==> src/rtl/mem_arb_pkg.sv <==
// Shared types and constants for the unified-memory arbiter.
package mem_arb_pkg;

   localparam int unsigned LAT_DEFAULT = 2;
   localparam int unsigned DATA_W      = 16;
   localparam int unsigned CNT_W       = 4;

   typedef enum logic {
      IDLE = 1'b0,
      WAIT = 1'b1
   } state_e;

   typedef enum logic {
      OWN_IF = 1'b0,
      OWN_DM = 1'b1
   } owner_e;

   // Command presented to the memory for the access in flight
   typedef struct packed {
      logic              we;
      logic [DATA_W-1:0] addr;
      logic [DATA_W-1:0] wdata;
   } mem_cmd_t;

endpackage

==> src/rtl/mem_arbiter.sv <==
// Arbitrates one fixed-latency single-ported memory between the fetch and data ports,
// alternating grants on back-to-back contention and counting contention cycles.
module mem_arbiter
   import mem_arb_pkg::*;
#(
   parameter int unsigned LAT = LAT_DEFAULT
) (
   input  logic              clk,
   input  logic              rst_n,
   input  logic              hlt,
   input  logic              if_req,
   input  logic [DATA_W-1:0] if_addr,
   output logic [DATA_W-1:0] if_rdata,
   output logic              if_ready,
   input  logic              dm_re,
   input  logic              dm_we,
   input  logic [DATA_W-1:0] dm_addr,
   input  logic [DATA_W-1:0] dm_wdata,
   output logic [DATA_W-1:0] dm_rdata,
   output logic              dm_ready,
   output logic              mem_en,
   output logic              mem_we,
   output logic [DATA_W-1:0] mem_addr,
   output logic [DATA_W-1:0] mem_wdata,
   input  logic [DATA_W-1:0] mem_rdata,
   output logic [DATA_W-1:0] conflict_cnt
);

   state_e            state_q, state_d;
   owner_e            owner_q, owner_d;
   logic [CNT_W-1:0]  cnt_q, cnt_d;
   logic              last_dm_q, last_dm_d;
   logic              mem_en_q, mem_en_d;
   mem_cmd_t          cmd_q, cmd_d;
   logic [DATA_W-1:0] conflict_cnt_q, conflict_cnt_d;
   logic              dm_req;
   logic              grant_dm;

   // Next-state, grant decision and completion steering
   always_comb begin
      state_d        = state_q;
      owner_d        = owner_q;
      cnt_d          = cnt_q;
      last_dm_d      = last_dm_q;
      mem_en_d       = 1'b0;
      cmd_d          = cmd_q;
      conflict_cnt_d = conflict_cnt_q;
      if_ready       = 1'b0;
      dm_ready       = 1'b0;
      if_rdata       = '0;
      dm_rdata       = '0;
      dm_req         = dm_re | dm_we;
      grant_dm       = 1'b0;

      case (state_q)
         IDLE: begin
            if (!hlt && (if_req || dm_req)) begin
               // Data wins a tie unless it won the previous grant
               grant_dm = dm_req && !(if_req && last_dm_q);
               if (if_req && dm_req && (conflict_cnt_q != '1)) begin
                  conflict_cnt_d = conflict_cnt_q + DATA_W'(1);
               end
               owner_d     = grant_dm ? OWN_DM : OWN_IF;
               last_dm_d   = grant_dm;
               mem_en_d    = 1'b1;
               cmd_d.we    = grant_dm & dm_we;
               cmd_d.addr  = grant_dm ? dm_addr : if_addr;
               cmd_d.wdata = dm_wdata;
               cnt_d       = CNT_W'(LAT);
               state_d     = WAIT;
            end
         end
         WAIT: begin
            if (cnt_q == '0) begin
               state_d = IDLE;
               if (owner_q == OWN_DM) begin
                  dm_ready = 1'b1;
                  dm_rdata = mem_rdata;
               end else begin
                  if_ready = 1'b1;
                  if_rdata = mem_rdata;
               end
            end else begin
               cnt_d = cnt_q - CNT_W'(1);
            end
         end
         default: state_d = IDLE;
      endcase
   end

   always_ff @(posedge clk or negedge rst_n) begin
      if (!rst_n) begin
         state_q        <= IDLE;
         owner_q        <= OWN_IF;
         cnt_q          <= '0;
         last_dm_q      <= 1'b0;
         mem_en_q       <= 1'b0;
         cmd_q          <= '0;
         conflict_cnt_q <= '0;
      end else begin
         state_q        <= state_d;
         owner_q        <= owner_d;
         cnt_q          <= cnt_d;
         last_dm_q      <= last_dm_d;
         mem_en_q       <= mem_en_d;
         cmd_q          <= cmd_d;
         conflict_cnt_q <= conflict_cnt_d;
      end
   end

   assign mem_en       = mem_en_q;
   assign mem_we       = cmd_q.we;
   assign mem_addr     = cmd_q.addr;
   assign mem_wdata    = cmd_q.wdata;
   assign conflict_cnt = conflict_cnt_q;

endmodule

==> config.mk <==
export PLATFORM = sky130hd
export DESIGN_NAME = mem_arbiter
export DESIGN_NICKNAME = d
export VERILOG_FILES = /design/src/rtl/mem_arb_pkg.sv /design/src/rtl/mem_arbiter.sv
export SDC_FILE = /design/constraint.sdc
export NUM_CORES = 1
export LEC_CHECK = 0
export CAP_MARGIN = 20
export CORE_ASPECT_RATIO = 1.4
export CORE_MARGIN = 2
export CORE_UTILIZATION = 40
export CTS_BUF_LIST = sky130_fd_sc_hd__clkbuf_8
export DETAILED_ROUTE_END_ITERATION = 7
export DONT_BUFFER_PORTS = 1
export PLACE_DENSITY = 0.5
export SYNTH_ARGS = -nofsm -noshare
export SYNTH_HDL_FRONTEND = slang
export SYNTH_SLANG_ARGS = --single-unit
==> constraint.sdc <==
create_clock -name clk -period 6.23 [get_ports clk]
set_clock_uncertainty 0.05 [all_clocks]
set_input_delay 1.869 -clock clk [delete_from_list [all_inputs] [get_ports clk]]
set_output_delay 1.869 -clock clk [all_outputs]
set_load 0.01 [all_outputs]
# Word level (Yosys, flattened, before mapping)
# Cells that the tools add are included.
[op_classes]
addsub = 2
eq_ne = 3
muxes = 21
n_bitwise = 3
reduce_logical = 12
[op_table]
columns = ["op", "n"]
rows = [
  ["16-bit two-way mux", 7],
  ["16-bit by 1-bit adder with 16-bit output (second input constant)", 1],
  ["16-bit != test (second input constant)", 1],
  ["1-bit two-way mux", 10],
  ["4-bit two-way mux", 2],
  ["4-bit one-hot mux with 2 select lines", 1],
  ["1-bit logical AND", 5],
  ["4-bit zero test", 1],
  ["2-bit != test (second input constant)", 2],
  ["2-bit AND reduction", 2],
  ["4-bit by 1-bit subtractor with 4-bit output (second input constant)", 1],
  ["3-bit AND reduction", 1],
  ["1-bit zero test", 2],
  ["1-bit one-hot mux with 2 select lines", 1],
  ["1-bit bitwise AND", 1],
  ["1-bit logical OR", 1],
  ["1-bit NOT", 1],
  ["1-bit bitwise OR", 1],
]
[totals]
reg_bits = 57
in_bits = 70
output_inout_bits = 84
elab_cells = 50

# Logic depth before layout (Yosys ltp)
[logic_depth]
depth_word = 5
depth_mapped = 6

# Least setup slack after synthesis
# No wires, ideal clock.
[synth_timing]
path_kind = "in2out"
start = "input mem_rdata[0]"
end = "output dm_rdata[0]"
arrival_ns = 2.015
t_required_ns = 4.311
setup_slack_ns = 2.296
cell_stages = 1
n_path_buf = 0
path_cell_list = "and2_1"
[synth_via]
elab_chain_cells = 3
[synth_rtl]
columns = ["item", "line", "rtl"]
rows = [
  ["start, declared", "mem_arbiter.sv:25", "input logic [DATA_W-1:0] mem_rdata,"],
  ["16-bit two-way mux", "mem_arbiter.sv:76", "if (owner_q == OWN_DM) begin"],
  ["16-bit two-way mux", "mem_arbiter.sv:74", "if (cnt_q == '0) begin"],
  ["16-bit two-way mux", "mem_arbiter.sv:55", "case (state_q)"],
  ["end, declared", "mem_arbiter.sv:19", "output logic [DATA_W-1:0] dm_rdata,"],
]
# Every way passes these cells.

# Worst setup path after layout
[layout_timing]
start = "register cnt_q[0]"
end = "output dm_rdata[3]"
[layout_via]
elab_chain_cells = 3
[layout_rtl]
columns = ["item", "line", "rtl"]
rows = [
  ["start, declared", "mem_arbiter.sv:31", "logic [CNT_W-1:0] cnt_q, cnt_d;"],
  ["start signal, assigned", "mem_arbiter.sv:103", "cnt_q <= cnt_d;"],
  ["4-bit zero test", "mem_arbiter.sv:74", ""],
  ["16-bit two-way mux", "mem_arbiter.sv:74", ""],
  ["16-bit two-way mux", "mem_arbiter.sv:55", ""],
]
# Every way passes these cells.

==> run_results.csv <==
group,metric,value,unit
finish,drive_above_1_share,14.2,%
synth,syn_avg_cell_area,10.9,um2
timing,max-slew-margin-rel,44.5,%
route,drt_pass1_iterations,4,
floorplan,core_region_area,6570,um2
worst_setup_path,reg2reg_depth,5,
finish,area_growth,7.33,%
synth,synth_cell_types,37,
clock_network,root_buffer,"clkbuf_8",
synth,ys_async_sr_fraction,100,%
global_route,grt_max_degree,57,
clock_network,cts_sinks,56,
floorplan,io_pins,154,
finish,design_area,2910,um2
synth,netlist.top_cell.by_area,"dfrtp_1",
clock_network,post-cts-setup-buffers,0,
synth,synthTopCellsByCount,"56 x dfrtp_1, 32 x and2_1, 25 x nand2_1",
timing,tns,0,ps
clock_network,cts.htree.levels,2,
route,routed_wl,5510,um
floorplan,die_w,73.6,um
global_route,grt_pass1_wl,8280,um
synth,syn_inst,250,
worst_setup_path,path_class,"reg2out",
worst_setup_path,end_kind,"output pin",
global_route,antenna_found_initial,0,
floorplan,rows,35,
synth,synth.most_common_cell,"dfrtp_1",
timing,setup_viol_count_final,0,
timing,fmax,250,MHz
clock_network,cts.clk_slew.worst_paths,90,ps
worst_setup_path,crit_start,"cnt_q[0]",
finish,antenna_cells,0,
min_path,min_path_cells,1,
placed_design,gp_routability_congestion,0.702,
clock_network,clockBufferDepth,2,
route,wire_per_inst,16.8,um
worst_setup_path,cp-start-kind,"flop",
global_route,grt_overflow,0,
worst_setup_path,critPathCapture,"dm_rdata[3]",
power,p_leak,1.30,nW
worst_setup_path,cp_max_fo,17,
worst_setup_path,cp_slowest_cell,"nor3b_2",
route,drt-initial-drc-count,63,
clock_network,clock_latency,300,ps
floorplan,die_y,101,um
synth,ys_seq_elements,56,
worst_setup_path,max_stage_delay,700,ps
route,ant_nets,0,
route,via_count,1812,
worst_setup_path,cp.arrival,2080,ps
synth,synth-main-ff-cell,"dfrtp_1",
route,via_per_inst,5.54,
placed_design,dpl-instance-area,2810,um2
placed_design,hpwl,4050,um
worst_setup_path,cp.required,4310,ps
worst_setup_path,ff2ff_setup_slack,4140,ps
job,drv_cap,0,
synth,synth_nets,322,
placed_design,dp_slack,2280,ps
clock_network,cts_buffers,5,
clock_network,cts_resized,0,
timing,fin_ws,2230,ps
clock_network,postCtsHoldBufs,0,
power,ir_drop,185,uV
synth,synth.top_cell.area_share,51.6,%
synth,yosys_warnings,0,
timing,rsz0062_at_grt,"false",
status,status,"complete, no violations",
synth,syn_area,2720,um2
placed_design,portBuffers,0,
worst_setup_path,regToRegStartpoint,"conflict_cnt[0]",
finish,nNetsFinal,324,
global_route,grt_pass1_vias,1648,
timing,worstMarginPinSlew,829,ps
min_path,min_path_type,"reg2reg",
timing,final_hold_viol_count,0,
synth,ys_top_cells_by_area,"dfrtp_1 52%, and2_1 7.4%, mux2_2 7.1%",
synth,synth_edf_count,0,
clock_network,cts_tree,"yes",
power,power_density,399,nW/um2
route,drc,0,
floorplan,start_util,41.3,%
worst_setup_path,worstReg2RegEnd,"conflict_cnt[1]",
timing,layout_min_cycle_time,4000,ps
timing,post-route-period-util,64.2,%
global_route,grtUsageTotal,14.4,%
worst_setup_path,crit_chain,"inv_1 -> ha_1 -> nand3b_1 -> nor3b_2 -> and2_1",
floorplan,die-area,7470,um2
synth,synth_seq_area_share,51.6,%
timing,drv_slew,0,
[layout make-up]
cell class                 instances  area (um2)
clock buffer                       5        68.8
clock inverter                     3        21.3
fill                             639        3650
inverter                           5        18.8
multi-input combinational        181        1280
sequential                        56        1400
tap                               74        92.6
timing repair buffer               3        30.0
[cell families (layout without fill, tap and decap cells)]
family          count (synthesis)  count (layout)  synth area share, %
simple gates                  101             101                 20.9
buf+inv                        13              16                 1.89
xor+xnor                       16              16                 5.16
flops                          56              56                 51.6
compound gates                 27              27                 5.76
fa+ha+maj                       2               2                0.922
mux                            35              35                 13.7
[stage by stage]
step                      cells  hold slack, ps  total power [mW]  util [%]
after floorplan             250             423             0.898         -
after global placement      318             441             0.968      42.8
after detailed placement    318             441             0.979      42.8
after CTS                   326             454              1.19      44.1
after global routing        327             497              1.26      44.4
final                       327             451              1.16      44.4
[worst min-delay path by stage]
stage | start | end | slack [ps]
finish | cnt_q[0] | cnt_q[0] | 450
global route | cnt_q[0] | cnt_q[0] | 500
CTS | cnt_q[0] | cnt_q[0] | 450
global placement | cnt_q[0] | cnt_q[0] | 440
floorplan | cnt_q[0] | cnt_q[0] | 420
detailed placement | cnt_q[0] | cnt_q[0] | 440
[state kept, by name, indices dropped and copies added (netlist names)]
signal and count:
conflict_cnt 16, state_q 1, mem_addr 16, cnt_q 4, mem_wdata 16, owner_q 1
mem_en 1, mem_we 1
[worst max-delay path: cells and delay by family, from the launching register on]
kind / cells / cell delay (ps)
buffers and inverters: 1 / 70
adder cells (fa/ha/maj): 1 / 180
flip-flops: 1 / 410
AND/OR/NAND/NOR: 3 / 1120
[routing by layer]
| metal | global-route usage, % | up-vias | wire, um |
|---|---|---|---|
| li1 | - | 868 | - |
| met1 | 17.7 | 857 | 2170 |
| met2 | 23.5 | 80 | 2790 |
| met3 | 4.48 | 7 | 483 |
| met4 | 5.03 | 0 | 71 |
| met5 | 0 | - | 0 |
[placed cells by master, fill, tap and decap left out, drive strengths merged, types with 6 or more instances in the layout]
cell type / count
xor2: 8
mux2i: 17
inv: 6
nand3: 7
o21ai: 20
mux2: 18
nor3: 6
nor2: 9
and2: 32
nand2: 25
dfrtp: 56
xnor2: 8
[report_power, final]
group	internal (mW)	leakage (nW)	switching (mW)	total (mW)
combinational	0.147	0.556	0.141	0.289
sequential	0.503	0.696	0.171	0.674
clock	0.0801	0.0445	0.120	0.200
total	0.730	1.30	0.432	1.16
(Power assumes the default switching activity.)
